## src/rtl/cdb_arbiter_if.sv

```systemverilog
// Result-source and CDB broadcast signals shared by cdb_arbiter and its producers/consumers.
interface cdb_arbiter_if #(
  parameter int NUM_SRC   = 3,
  parameter int SRC_WIDTH = 2,
  parameter int ROB_WIDTH = 4
);
  logic [NUM_SRC-1:0]           srcValid;
  logic [NUM_SRC*ROB_WIDTH-1:0] srcRobId;
  logic [NUM_SRC*32-1:0]        srcVal;
  logic [NUM_SRC-1:0]           srcReady;
  logic                         cdbValid;
  logic [ROB_WIDTH-1:0]         cdbRobId;
  logic [31:0]                  cdbVal;
  logic [SRC_WIDTH-1:0]         cdbSrc;
  logic [31:0]                  stallCount;

  modport master (
    output srcValid, srcRobId, srcVal,
    input  srcReady, cdbValid, cdbRobId, cdbVal, cdbSrc, stallCount
  );

  modport slave (
    input  srcValid, srcRobId, srcVal,
    output srcReady, cdbValid, cdbRobId, cdbVal, cdbSrc, stallCount
  );
endinterface

```

## src/rtl/cdb_arbiter.sv

```systemverilog
// Round-robin CDB arbiter: per-source 2-entry FIFOs feeding a registered broadcast.
// Optional backpressure counter enabled by defining CDB_STALL_CNT_EN.
module cdb_arbiter #(
  parameter int NUM_SRC   = 3,
  parameter int SRC_WIDTH = 2,
  parameter int ROB_WIDTH = 4
) (
  input  logic         clockIn,
  input  logic         resetIn,
  input  logic         clear,
  cdb_arbiter_if.slave bus
);

  localparam int ENTRY_W = ROB_WIDTH + 32;
  localparam logic [SRC_WIDTH-1:0] LAST_SRC = SRC_WIDTH'(NUM_SRC - 1);

  logic [ENTRY_W-1:0]   fifoMem [NUM_SRC][2];
  logic [1:0]           fifoCount [NUM_SRC];
  logic [NUM_SRC-1:0]   rdPtr;
  logic [NUM_SRC-1:0]   wrPtr;
  logic [NUM_SRC-1:0]   notEmpty;
  logic [NUM_SRC-1:0]   pushEn;
  logic [NUM_SRC-1:0]   popEn;
  logic [SRC_WIDTH-1:0] rrPtr;
  logic [SRC_WIDTH-1:0] scanIdx;
  logic [SRC_WIDTH-1:0] grantIdx;
  logic                 grantValid;
  logic [ENTRY_W-1:0]   headData;

  always_comb begin
    bus.srcReady = '0;
    notEmpty     = '0;
    for (int unsigned i = 0; i < NUM_SRC; i++) begin
      bus.srcReady[i] = (fifoCount[i] != 2'd2);
      notEmpty[i]     = (fifoCount[i] != 2'd0);
    end
  end

  assign pushEn = bus.srcValid & bus.srcReady;

  // Scan starts one past the last winner; wrap is an explicit compare so NUM_SRC need not be 2^n.
  always_comb begin
    grantValid = 1'b0;
    grantIdx   = '0;
    scanIdx    = rrPtr;
    for (int unsigned k = 0; k < NUM_SRC; k++) begin
      scanIdx = (scanIdx == LAST_SRC) ? '0 : scanIdx + 1'b1;
      if (!grantValid && notEmpty[scanIdx]) begin
        grantValid = 1'b1;
        grantIdx   = scanIdx;
      end
    end
  end

  always_comb begin
    popEn = '0;
    if (grantValid) popEn[grantIdx] = 1'b1;
  end

  assign headData = fifoMem[grantIdx][rdPtr[grantIdx]];

  always_ff @(posedge clockIn) begin
    for (int unsigned i = 0; i < NUM_SRC; i++) begin
      if (pushEn[i] && !clear)
        fifoMem[i][wrPtr[i]] <= {bus.srcRobId[i*ROB_WIDTH +: ROB_WIDTH], bus.srcVal[i*32 +: 32]};
    end
  end

  always_ff @(posedge clockIn or posedge resetIn) begin
    if (resetIn) begin
      for (int unsigned i = 0; i < NUM_SRC; i++) fifoCount[i] <= 2'd0;
      rdPtr        <= '0;
      wrPtr        <= '0;
      rrPtr        <= LAST_SRC;
      bus.cdbValid <= 1'b0;
      bus.cdbRobId <= '0;
      bus.cdbVal   <= '0;
      bus.cdbSrc   <= '0;
    end else if (clear) begin
      for (int unsigned i = 0; i < NUM_SRC; i++) fifoCount[i] <= 2'd0;
      rdPtr        <= '0;
      wrPtr        <= '0;
      bus.cdbValid <= 1'b0;
    end else begin
      for (int unsigned i = 0; i < NUM_SRC; i++) begin
        if (pushEn[i]) wrPtr[i] <= ~wrPtr[i];
        if (popEn[i])  rdPtr[i] <= ~rdPtr[i];
        case ({pushEn[i], popEn[i]})
          2'b10:   fifoCount[i] <= fifoCount[i] + 2'd1;
          2'b01:   fifoCount[i] <= fifoCount[i] - 2'd1;
          default: fifoCount[i] <= fifoCount[i];
        endcase
      end
      if (grantValid) begin
        bus.cdbValid <= 1'b1;
        bus.cdbRobId <= headData[ENTRY_W-1:32];
        bus.cdbVal   <= headData[31:0];
        bus.cdbSrc   <= grantIdx;
        rrPtr        <= grantIdx;
      end else begin
        bus.cdbValid <= 1'b0;
      end
    end
  end

`ifdef CDB_STALL_CNT_EN
  // Survives clear so flushes do not hide backpressure history.
  logic [31:0] stallReg;

  always_ff @(posedge clockIn or posedge resetIn) begin
    if (resetIn)
      stallReg <= '0;
    else if (|(bus.srcValid & ~bus.srcReady))
      stallReg <= stallReg + 32'd1;
  end

  assign bus.stallCount = stallReg;
`else
  assign bus.stallCount = '0;
`endif

endmodule

```

## src/flat_wrapper.sv

```systemverilog
// flat-port wrapper written by rule: the top's interface ports become plain ports
module cdb_arbiter_flat 
#(
  parameter int NUM_SRC   = 3,
  parameter int SRC_WIDTH = 2,
  parameter int ROB_WIDTH = 4
)
  (clockIn, resetIn, clear, bus_srcValid, bus_srcRobId, bus_srcVal, bus_srcReady, bus_cdbValid, bus_cdbRobId, bus_cdbVal, bus_cdbSrc, bus_stallCount);
  cdb_arbiter_if #(.NUM_SRC(NUM_SRC), .SRC_WIDTH(SRC_WIDTH), .ROB_WIDTH(ROB_WIDTH)) bus_i ();
  input  logic clockIn;
  input  logic resetIn;
  input  logic clear;
  input wire logic [$bits(bus_i.srcValid)-1:0] bus_srcValid;
  input wire logic [$bits(bus_i.srcRobId)-1:0] bus_srcRobId;
  input wire logic [$bits(bus_i.srcVal)-1:0] bus_srcVal;
  output wire logic [$bits(bus_i.srcReady)-1:0] bus_srcReady;
  output wire logic [$bits(bus_i.cdbValid)-1:0] bus_cdbValid;
  output wire logic [$bits(bus_i.cdbRobId)-1:0] bus_cdbRobId;
  output wire logic [$bits(bus_i.cdbVal)-1:0] bus_cdbVal;
  output wire logic [$bits(bus_i.cdbSrc)-1:0] bus_cdbSrc;
  output wire logic [$bits(bus_i.stallCount)-1:0] bus_stallCount;
  assign bus_i.srcValid = bus_srcValid;
  assign bus_i.srcRobId = bus_srcRobId;
  assign bus_i.srcVal = bus_srcVal;
  assign bus_srcReady = bus_i.srcReady;
  assign bus_cdbValid = bus_i.cdbValid;
  assign bus_cdbRobId = bus_i.cdbRobId;
  assign bus_cdbVal = bus_i.cdbVal;
  assign bus_cdbSrc = bus_i.cdbSrc;
  assign bus_stallCount = bus_i.stallCount;
  cdb_arbiter #(.NUM_SRC(NUM_SRC), .SRC_WIDTH(SRC_WIDTH), .ROB_WIDTH(ROB_WIDTH)) u_core (.clockIn(clockIn), .resetIn(resetIn), .clear(clear), .bus(bus_i));
endmodule
```

## config.mk

```make
export PLATFORM = sky130hd
export DESIGN_NAME = cdb_arbiter_flat
export DESIGN_NICKNAME = d
export VERILOG_FILES = /design/src/rtl/cdb_arbiter_if.sv /design/src/rtl/cdb_arbiter.sv /design/src/flat_wrapper.sv
export SDC_FILE = /design/constraint.sdc
export NUM_CORES = 1
export LEC_CHECK = 0
export ABC_AREA = 0
export BUFFER_PORTS_ARGS = -buffer_cell sky130_fd_sc_hd__buf_2
export CAP_MARGIN = 25
export CORE_ASPECT_RATIO = 1.1
export CORE_UTILIZATION = 60
export CTS_CLUSTER_SIZE = 12
export DETAILED_ROUTE_END_ITERATION = 8
export PLACE_DENSITY = 0.93
export SLEW_MARGIN = 0
export SYNTH_ARGS = -nofsm -noshare
export SYNTH_HDL_FRONTEND = slang
export SYNTH_SLANG_ARGS = --single-unit
export TNS_END_PERCENT = 5
```

## constraint.sdc

```tcl
create_clock -name clockIn -period 8.4 [get_ports clockIn]
set_clock_uncertainty 0.2 [all_clocks]
set_input_delay 0 -clock clockIn [delete_from_list [all_inputs] [get_ports clockIn]]
set_output_delay 0 -clock clockIn [all_outputs]
set_load 0.01 [all_outputs]
```

==> metrics.cfg, run 1 <==
[timing]
hold-worst-slack_ns=-0.00217
maxSlewViolCount=0
setup_tns_ns=0
setup_viol=0
finalWorstSetupSlack_ns=5.04
relSlewSlack=0.273
fmaxAchievable_mhz=298
hold_violations=2
min_period_over_period=0.400
layout_min_cycle_time_ns=3.36
worstMarginPinSlew_ns=1.08
rsz0062_at_grt=false

[grt]
grt_antenna_before_repair=1
grt_max_degree=62
grt.total_usage=0.403
grt-ovfl-total=0
grt_pass1_wl_um=52900
grt_pass1_vias=8473

[pwr]
vdd_drop_max_uv=255
power-per-cell-area_nw_per_um2=301
leakage_nw=5.17
total_power_mw=4.12

[synthesis]
synth-main-ff-cell=edfxtp_1
ys_seq_area_frac=0.731
synth_edf_count=216
ys_top_cells_by_count=216 x edfxtp_1, 54 x nand2_1, 51 x dfrtp_1, 41 x clkbuf_1, 41 x nor3b_1
yosys_warnings=0
ys_top_cells_by_area=edfxtp_1 61%, dfrtp_1 12%, o211ai_2 3.5%, a222oi_1 3.4%, a22o_1 3.0%
synth.avg_cell_area_um2=16.0
netlist.area_leader.share=0.609
synth_cell_types=47
yosysTopAreaCell=edfxtp_1
yosysMostFrequentCell=edfxtp_1
ys_seq_elements=268
async_reset_ff_frac=0.194
netlist_instances=665
synth.cell_area_um2=10700

[place]
post-place-ws_ns=5.28
dpl.cell_count=1021
finalWeightedCongestion=0.786
hpwl_um=15600
io_buffers=155

[drt]
first_pass_iters=9
wl_per_cell_um=30.0
wl_um=35900
initialDrtViolationCount=1731
route.detailed.drc=2
ant_nets=0
num_vias=8446
vias_per_cell=7.06

[floorplanning]
rows=50
initial_core_util=0.619
chipWidth_um=129
io-pin-count=188
die_area_um2=18300
fp.dieH_um=142
core_um2=17200

[hold_path]
hp-start=bus_srcVal[3]
hp-class=primary input to flip-flop

[finish]
nNetsFinal=1057
synthToLayoutAreaGrowth_pct=28.5
fin_cells=1197
drive_above_1_share=0.266

[clock_network]
cts_buffers=26
clk_pin_slew_ns=0.07
root_buffer=clkbuf_16
clockBufferDepth=3
cts_sinks=268
cts-resized-gates=0
htree_levels=1
cts_tree=built
clk_latency_ns=0.54

[worst_setup_path]
crit_required_ns=8.66
endpoint_kind=flip-flop
start_kind=flip-flop
critical_path_class=flip-flop to flip-flop
reg2reg_slack_ns=5.04
crit_arrival_ns=3.62
critPathLaunch=u_core.fifoCount[2]
crit_fanout=61
r2r-start=u_core.fifoCount[2]

[status]
violations=DRC, hold timing
status=complete, but fails checks

[run]
maxCapViolCount=0

-- flip-flops by register name, indices dropped and copies added (netlist names) --
register and flops:
u_core.bus.cdbRobId 4, u_core.bus.cdbSrc 1, u_core.bus.cdbVal 32, u_core.bus.cdbValid 1, u_core.fifoCount 6, u_core.fifoMem 216
u_core.rdPtr 3, u_core.rrPtr 2, u_core.wrPtr 3
-- critical path, stage by stage (launching register included) --
cell and delay, ns:
dfrtp_1 0.53, nor4_1 0.63, a311o_2 0.49, buf_4 0.68, a22o_1 0.28, o221ai_1 0.24
o211ai_2 0.18
-- layout by cell type, fill, tap and decap left out, types with 32 or more instances in the layout --
cell,count
a222oi_1,36
a22o_1,36
buf_2,155
conb_1,32
dfrtp_1,51
dlygate4sd3_1,128
edfxtp_1,216
nand2_1,54
nor3b_1,38
o221ai_1,36
-- through the flow --
stage,cell area (um^2),utilization
5_1_grt,13700,0.796
4_1_cts,13700,0.794
3_5_place_dp,11700,0.677
6_report,13700,0.796
3_3_place_gp,11600,0.672
2_1_floorplan,10800,-
-- cell type report --
cell class / count / area, um^2
Clock buffer: 45 / 743
Clock inverter: 2 / 8.76
Fill cell: 763 / 3510
Antenna cell: 1 / 2.50
Tap cell: 234 / 293
Inverter: 3 / 11.3
Timing Repair Buffer: 305 / 2280
Sequential cell: 268 / 7790
Multi-Input combinational cell: 339 / 2560
-- routing by layer --
| metal | global-route usage | part of all wire | vias up |
|---|---|---|---|
| li1 | - | - | 3179 |
| met1 | 0.502 | 0.31 | 3909 |
| met2 | 0.655 | 0.47 | 1114 |
| met3 | 0.0935 | 0.15 | 244 |
| met4 | 0.228 | 0.073 | 0 |
| met5 | 0 | 0 | - |
-- report_power, final --
part | switching (mW) | leakage, nW | internal [mW] | total [mW]
Clock | 0.516 | 0.359 | 0.597 | 1.11
Combinational | 0.822 | 2.17 | 0.457 | 1.28
Sequential | 0.125 | 2.64 | 1.60 | 1.73
Total | 1.46 | 5.17 | 2.66 | 4.12
-- logic make-up (layout without fill, tap and decap cells) --
| group | Yosys count | after routing | share of synthesized area |
|---|---|---|---|
| AOI/OAI and AO/OA | 169 | 169 | 0.150 |
| xor gates and xnor gates | 6 | 6 | 0.00493 |
| buffers and inverters | 89 | 355 | 0.0463 |
| DFF | 268 | 268 | 0.731 |
| muxes | 1 | 1 | 0.000940 |
| other | 1 | 33 | 0.000352 |
| and+or+nand+nor | 131 | 131 | 0.0659 |
-- what timing repair did --
| item | in CTS | in global routing |
|---|---|---|
| hold endpoints to repair | 285 | 5 |
| buffers inserted | 0 | 0 |
| hold buffers | 125 | 3 |
-- path summary, 6_finish.rpt --
kind,cells past startpoint,to
worst max-delay path,6,u_core.bus.cdbVal[30]
worst min-delay path,2,u_core.fifoMem[0][39]
worst max register to register,6,u_core.bus.cdbVal[30]
worst min register to register,2,u_core.bus.cdbSrc[1]
max in group asynchronous,4,u_core.bus.cdbVal[9]
min in group asynchronous,4,u_core.fifoCount[0]
Power figures use the tool's default switching activity.
==> run 2, diff against run 1 <==
--- a/config.mk
+++ b/config.mk
@@ -5,14 +5,14 @@
 export SDC_FILE = /design/constraint.sdc
 export NUM_CORES = 1
 export LEC_CHECK = 0
-export ABC_AREA = 0
+export ABC_AREA = 1
 export BUFFER_PORTS_ARGS = -buffer_cell sky130_fd_sc_hd__buf_2
 export CAP_MARGIN = 25
 export CORE_ASPECT_RATIO = 1.1
-export CORE_UTILIZATION = 60
+export CORE_UTILIZATION = 56
 export CTS_CLUSTER_SIZE = 12
 export DETAILED_ROUTE_END_ITERATION = 8
-export PLACE_DENSITY = 0.93
+export PLACE_DENSITY = 0.88
 export SLEW_MARGIN = 0
 export SYNTH_ARGS = -nofsm -noshare
 export SYNTH_HDL_FRONTEND = slang
==> constraint.sdc (replaced) <==
create_clock -name clockIn -period 3.45 [get_ports clockIn]
set_clock_uncertainty 0.2 [all_clocks]
set_input_delay 0 -clock clockIn [delete_from_list [all_inputs] [get_ports clockIn]]
set_output_delay 0 -clock clockIn [all_outputs]
set_load 0.01 [all_outputs]
==> metrics.cfg, run 2 <==
[synthesis]
synth.avg_cell_area_um2=11.2  ; -30%
synth_cell_types=26  ; -45%
netlist.area_leader.share=0.594  ; -0.0149
synth.cell_area_um2=10900  ; +2.5%
ys_seq_elements=268  ; unchanged
netlist_instances=971  ; +46%
ys_top_cells_by_area=edfxtp_1 59%, nand2_1 14%, dfrtp_1 12%, nand3_1 3.3%, a21oi_1 2.6%
ys_top_cells_by_count=401 x nand2_1, 216 x edfxtp_1, 72 x nand3_1, 57 x a21oi_1, 51 x dfrtp_1
ys_seq_area_frac=0.713  ; -0.0179
synth-main-ff-cell=edfxtp_1
yosysMostFrequentCell=nand2_1
synth_edf_count=216  ; unchanged
async_reset_ff_frac=0.194  ; unchanged
yosysTopAreaCell=edfxtp_1
yosys_warnings=0  ; unchanged

[run]
maxCapViolCount=0  ; unchanged

[timing]
layout_min_cycle_time_ns=3.25  ; -0.112 ns
setup_viol=0  ; unchanged
maxSlewViolCount=0  ; unchanged
min_period_over_period=0.941  ; +0.541
relSlewSlack=0.490  ; +0.217
fmaxAchievable_mhz=308  ; +3.5%
setup_tns_ns=0  ; unchanged
rsz0062_at_grt=false
hold_violations=1  ; -1
hold-worst-slack_ns=-0.00343  ; -0.00126 ns
worstMarginPinSlew_ns=0.763  ; -0.321 ns

[clock_network]
clk_pin_slew_ns=0.06  ; about the same
clockBufferDepth=3  ; unchanged
clk_latency_ns=0.53  ; about the same
htree_levels=1  ; unchanged
root_buffer=clkbuf_16
cts_tree=built
cts_sinks=268  ; unchanged
cts_buffers=27  ; +3.8%

[worst_setup_path]
critical_path_class=flip-flop to flip-flop
crit_arrival_ns=3.51  ; -0.11 ns
endpoint_kind=flip-flop
cpMostUsedCell=nand2_1
start_kind=flip-flop
crit_fanout=28  ; -54%
cp_slowest_cell=dfstp_2
critPathMaxStageDelay_ns=0.61  ; -0.07 ns
cp_cell_sequence=nor2_2, nand2_1, nand3_2, nand2_1, nand2_1, nand2_2, nand2_4, nor2_4, buf_12, nand2_1, nand4_1, nand3_1, dlygate4sd3_1, nor2_1
crit_required_ns=3.71  ; -4.95 ns

[place]
dpl.cell_count=1348  ; +32%
io_buffers=155  ; unchanged
finalWeightedCongestion=0.893  ; +14%
hpwl_um=16100  ; +3.4%

[floorplanning]
core_um2=19100  ; +11%
initial_core_util=0.572  ; -0.0474
fp.dieH_um=148  ; +4.7%
io-pin-count=188  ; unchanged
rows=53  ; +6.0%
die_area_um2=20100  ; +9.7%
chipWidth_um=135  ; +4.7%

[drt]
initialDrtViolationCount=1037  ; -40%
wl_um=33000  ; -8.1%
route.detailed.drc=0  ; -2
first_pass_iters=5  ; -4
wl_per_cell_um=21.2  ; -29%
num_vias=8957  ; +6.1%
vias_per_cell=5.75  ; -19%
ant_nets=0  ; unchanged

[finish]
layout.cells.most_common_list=399 x nand2_1, 216 x edfxtp_1, 155 x dlygate4sd3_1, 155 x buf_2, 71 x nand3_1
synthToLayoutAreaGrowth_pct=31.3
nNetsFinal=1403  ; +33%
final_common_cell=nand2_1
drive_above_1_share=0.183  ; -0.0828
multi_input_area_um2=2780  ; +8.6%
fin_cells=1558  ; +30%
nFillCells=1114  ; +46%
largest_reg_flops=216  ; unchanged
regArea_um2=7790  ; unchanged

[pwr]
vdd_drop_max_uv=711  ; +180%
power-per-cell-area_nw_per_um2=984  ; +230%
leakage_nw=6.12  ; +18%

[grt]
grt_antenna_before_repair=1  ; unchanged
grt_max_degree=56  ; -9.7%
grt.total_usage=0.324  ; -0.0796
grt-ovfl-total=0  ; unchanged
grt_pass1_wl_um=48300  ; -8.7%
grt_pass1_vias=9287  ; +9.6%

[status]
violations=hold timing
status=complete, but fails checks

[hold_path]
hp-class=primary input to flip-flop

run 2: cell types whose count changed after synthesis, sizes merged, moves of 7 or more:
cell,delta
o211ai,-34
buf,+19
nor3b,-41
o21ai,+7
o221ai,-36
a222oi,-36
nor2,+8
nand2,+350
a21oi,+54
inv,+22
nand3,+74
a21boi,+16
clkbuf,-28
a22o,-36
run 2: worst max-delay path: cells and delay by family (launching register included):
family	cells	cell delay, ns
flip-flops	1	0.61
AND/OR/NAND/NOR	12	1.53
buffers and inverters	2	0.83
run 2: path summary, 6_finish.rpt:
check	slack (ns)	from	cells past startpoint	endpoint
max in group asynchronous	1.90	resetIn	5	u_core.bus.cdbVal[6]
min reg2reg	0.28	u_core.bus.cdbVal[14]	2	u_core.bus.cdbVal[14]
max reg2reg	0.20	u_core.rrPtr[1]	14	u_core.fifoCount[5]
min	-0.003	bus_srcRobId[10]	2	u_core.fifoMem[2][70]
max	0.20	u_core.rrPtr[1]	14	u_core.fifoCount[5]
min in group asynchronous	0.43	resetIn	4	u_core.rrPtr[0]
run 2: per-layer routing:
metal / GRT usage / routed length, um / share of wire / vias to the layer above
li1: - / - / - / 3857
met1: 0.377 / 11100 / 0.34 / 4229
met2: 0.565 / 16600 / 0.50 / 707
met3: 0.0525 / 3320 / 0.10 / 164
met4: 0.189 / 1970 / 0.060 / 0
met5: 0 / 0 / 0 / -
run 2: final cells by class:
cell class	count	share of cell area
tap	247	0.0216
clock inverter	5	0.00209
sequential	268	0.543
clock buffer	44	0.0523
inverter	25	0.00655
timing repair buffer	334	0.180
multi-input combinational	633	0.194
antenna	2	0.000349
run 2: kinds of logic after synthesis:
logic type,synth area share
AND/OR/NAND/NOR,0.187
flip-flops,0.713
buffers and inverters,0.0510
AO/OA/AOI/OAI,0.0471
XOR/XNOR,0.000802
other,0.000343
run 2: what timing repair did:
item | in CTS | in global routing
gates resized for setup | 0 | 2
endpoints found under the setup margin | 0 | 1
setup buffers | 0 | 2
hold buffers | 153 | 2
endpoints found under the hold margin | 280 | 3
run 2: per-stage QoR:
stage	utilization	hold WS, ns	worst slack (ns)	power [mW]	area [um^2]
after floorplan	-	-0.101	0.454	8.75	11000
after global placement	0.625	-0.132	0.645	10.3	11900
after detailed placement	0.625	-0.126	0.462	10.6	11900
after CTS	0.746	0.000457	0.181	13.4	14200
after global routing	0.750	0.00210	0.00481	14.8	14300
final	0.751	-0.00343	0.204	14.1	14300
run 2: report_power, final:
part	internal (mW)	leakage [nW]	switching [mW]
Clock	1.48	0.373	1.23
Combinational	2.20	3.13	4.87
Sequential	4.05	2.62	0.279
==> run 3, diff against run 2 <==
--- a/config.mk
+++ b/config.mk
@@ -9,6 +9,7 @@
 export BUFFER_PORTS_ARGS = -buffer_cell sky130_fd_sc_hd__buf_2
 export CAP_MARGIN = 25
 export CORE_ASPECT_RATIO = 1.1
+export CORE_MARGIN = 2
 export CORE_UTILIZATION = 56
 export CTS_CLUSTER_SIZE = 12
 export DETAILED_ROUTE_END_ITERATION = 8
==> metrics.cfg, run 3 (synthesis results as in run 2) <==
[status]
status=complete, but fails checks
violations=hold timing

[timing]
worstMarginPinSlew_ns=0.749  ; -0.0142 ns
layout_min_cycle_time_ns=3.18  ; -0.0695 ns
rsz0062_at_grt=false
hold_violations=6  ; +5
relSlewSlack=0.501  ; +0.0107
min_period_over_period=0.921  ; -0.0202
setup_viol=0  ; unchanged
setup_tns_ns=0  ; unchanged
hold-worst-slack_ns=-0.0100  ; -0.00657 ns
fmaxAchievable_mhz=315  ; +2.2%
maxSlewViolCount=0  ; unchanged
finalWorstSetupSlack_ns=0.273  ; +0.0695 ns

[worst_setup_path]
critical_path_class=flip-flop to flip-flop
cp_cell_sequence=nor2_2, nand2_1, nand2_1, nor2_2, nor2_2, nand3_2, nand2_2, buf_8, nor2_1, nand3b_1, nand3_1, dlygate4sd3_1, o21ai_1
endpoint_kind=flip-flop
cp_top_family=simple AND/OR/NAND/NOR gates
crit_fanout=42  ; +50%
crit_cells=13  ; -1
cpMostUsedCell=nor2_2
crit_arrival_ns=3.39  ; -0.12 ns
path_buf_inv=2  ; unchanged
start_kind=flip-flop
critPathMaxStageDelay_ns=0.55  ; -0.06 ns
r2r_cells=13  ; -1
cp_slowest_cell=dlygate4sd3_1
crit_required_ns=3.66  ; -0.05 ns

[pwr]
power-per-cell-area_nw_per_um2=981  ; -0.24%
vdd_drop_max_uv=984  ; +38%
leakage_nw=6.14  ; +0.22%

[finish]
synthToLayoutAreaGrowth_pct=31.7
nFillCells=1041  ; -6.6%
multi_input_area_um2=2750  ; -1.1%
nNetsFinal=1403  ; unchanged
drive_above_1_share=0.181  ; -0.00243
largest_reg_flops=216  ; unchanged
regArea_um2=7790  ; unchanged
final_common_cell=nand2_1
layout.cells.most_common_list=399 x nand2_1, 216 x edfxtp_1, 158 x dlygate4sd3_1
fin_cells=1560  ; +0.13%

[drt]
ant_nets=0  ; unchanged
wl_um=33700  ; +2.1%
vias_per_cell=5.81  ; +1.1%
wl_per_cell_um=21.6  ; +2.0%
dr.max_layer_used=met4
route.detailed.drc=0  ; unchanged
m1WireLength_um=11100  ; -0.13%
initialDrtViolationCount=1400  ; +35%
first_pass_iters=6  ; +1
num_vias=9064  ; +1.2%
wl_met2_um=16700  ; +1.1%
met3_length_um=3710  ; +12%

[clock_network]
root_buffer=clkbuf_16
cts_buffers=27  ; unchanged
clk_pin_slew_ns=0.06  ; about the same
clockBufferDepth=3  ; unchanged
cts_tree=built
cts_sinks=268  ; unchanged
htree_levels=1  ; unchanged
clk_latency_ns=0.54  ; about the same

[grt]
grt_max_degree=66  ; +18%
grt-ovfl-total=0  ; unchanged
grt_antenna_before_repair=2  ; +1
grt_pass1_wl_um=49100  ; +1.7%
grt.total_usage=0.322  ; -0.00158
grt_pass1_vias=9095  ; -2.1%

[hold_path]
min_path_cells=2  ; unchanged
hp-class=primary input to flip-flop

[place]
hpwl_um=16600  ; +2.8%
dpl.cell_count=1348  ; unchanged
finalWeightedCongestion=0.873  ; -2.3%
io_buffers=155  ; unchanged
post-place-ws_ns=0.588  ; +0.126 ns

[floorplanning]
fp.dieH_um=150  ; +1.3%
initial_core_util=0.572  ; unchanged
die_area_um2=20600  ; +2.8%
rows=53  ; unchanged
chipWidth_um=137  ; +1.5%
core_um2=19100  ; unchanged
io-pin-count=188  ; unchanged

[run]
maxCapViolCount=0  ; unchanged

run 3: cell count changes in the layout (fill, tap and decap cells not counted), sizes merged:
cell	previous run	this run
nand2	405	404
buf	178	177
diode	2	3
clkinv	3	4
clkinvlp	1	0
dlygate4sd3	155	158
run 3: through the flow:
| stage | util | hold slack, ns | power [mW] | instance area (um^2) |
|---|---|---|---|---|
| 3_5_place_dp | 0.627 | -0.00894 | 10.6 | 12000 |
| 4_1_cts | 0.749 | 0.000193 | 13.5 | 14300 |
| 3_3_place_gp | 0.627 | -0.0109 | 10.3 | 12000 |
| 5_1_grt | 0.753 | 0.00203 | 14.8 | 14400 |
| 2_1_floorplan | - | -0.101 | 8.75 | 11000 |
| 6_report | 0.753 | -0.0100 | 14.1 | 14400 |
run 3: path summary, 6_finish.rpt:
| path | slack [ns] | start | to |
|---|---|---|---|
| min in group asynchronous | 0.24 | resetIn | u_core.bus.cdbVal[11] |
| hold / removal | -0.01 | bus_srcVal[81] | u_core.fifoMem[2][17] |
| hold reg to reg | 0.28 | u_core.bus.cdbVal[16] | u_core.bus.cdbVal[16] |
| setup / recovery | 0.27 | u_core.rrPtr[0] | u_core.fifoCount[2] |
| max in group asynchronous | 2.09 | resetIn | u_core.bus.cdbVal[2] |
| setup reg to reg | 0.27 | u_core.rrPtr[0] | u_core.fifoCount[2] |
run 3: routing by layer:
layer,global-route usage,up-vias
met5,0,-
met4,0.187,0
met3,0.0569,174
met2,0.552,833
met1,0.381,4196
li1,-,3861
run 3: repair_timing:
action                                 4_1_cts  5_1_grt
hold buffers                               154        4
endpoints found under the hold margin      308       10
buffers inserted                             0        0
resized for setup                            0        3
setup endpoints to repair                    0        1
run 3: final cells by class:
type / count / share of cell area
Antenna cell: 3 / 0.000522
Clock buffer: 45 / 0.0538
Clock inverter: 5 / 0.00183
Inverter: 25 / 0.00653
Multi-Input combinational cell: 632 / 0.191
Sequential cell: 268 / 0.542
Tap cell: 247 / 0.0215
Timing Repair Buffer: 335 / 0.183
run 3: where the power goes:
part | internal [mW] | switching (mW)
clock | 1.52 | 1.23
sequential | 4.05 | 0.291
combinational | 2.15 | 4.86
run 3: worst reg2reg max path, cell delays in order, from the launching register on:
cell	delay (ns)
dfrtp_1	0.45
nor2_2	0.21
nand2_1	0.10
nand2_1	0.11
nor2_2	0.05
nor2_2	0.14
nand3_2	0.25
nand2_2	0.23
buf_8	0.29
nor2_1	0.10
nand3b_1	0.21
nand3_1	0.09
dlygate4sd3_1	0.55
o21ai_1	0.06
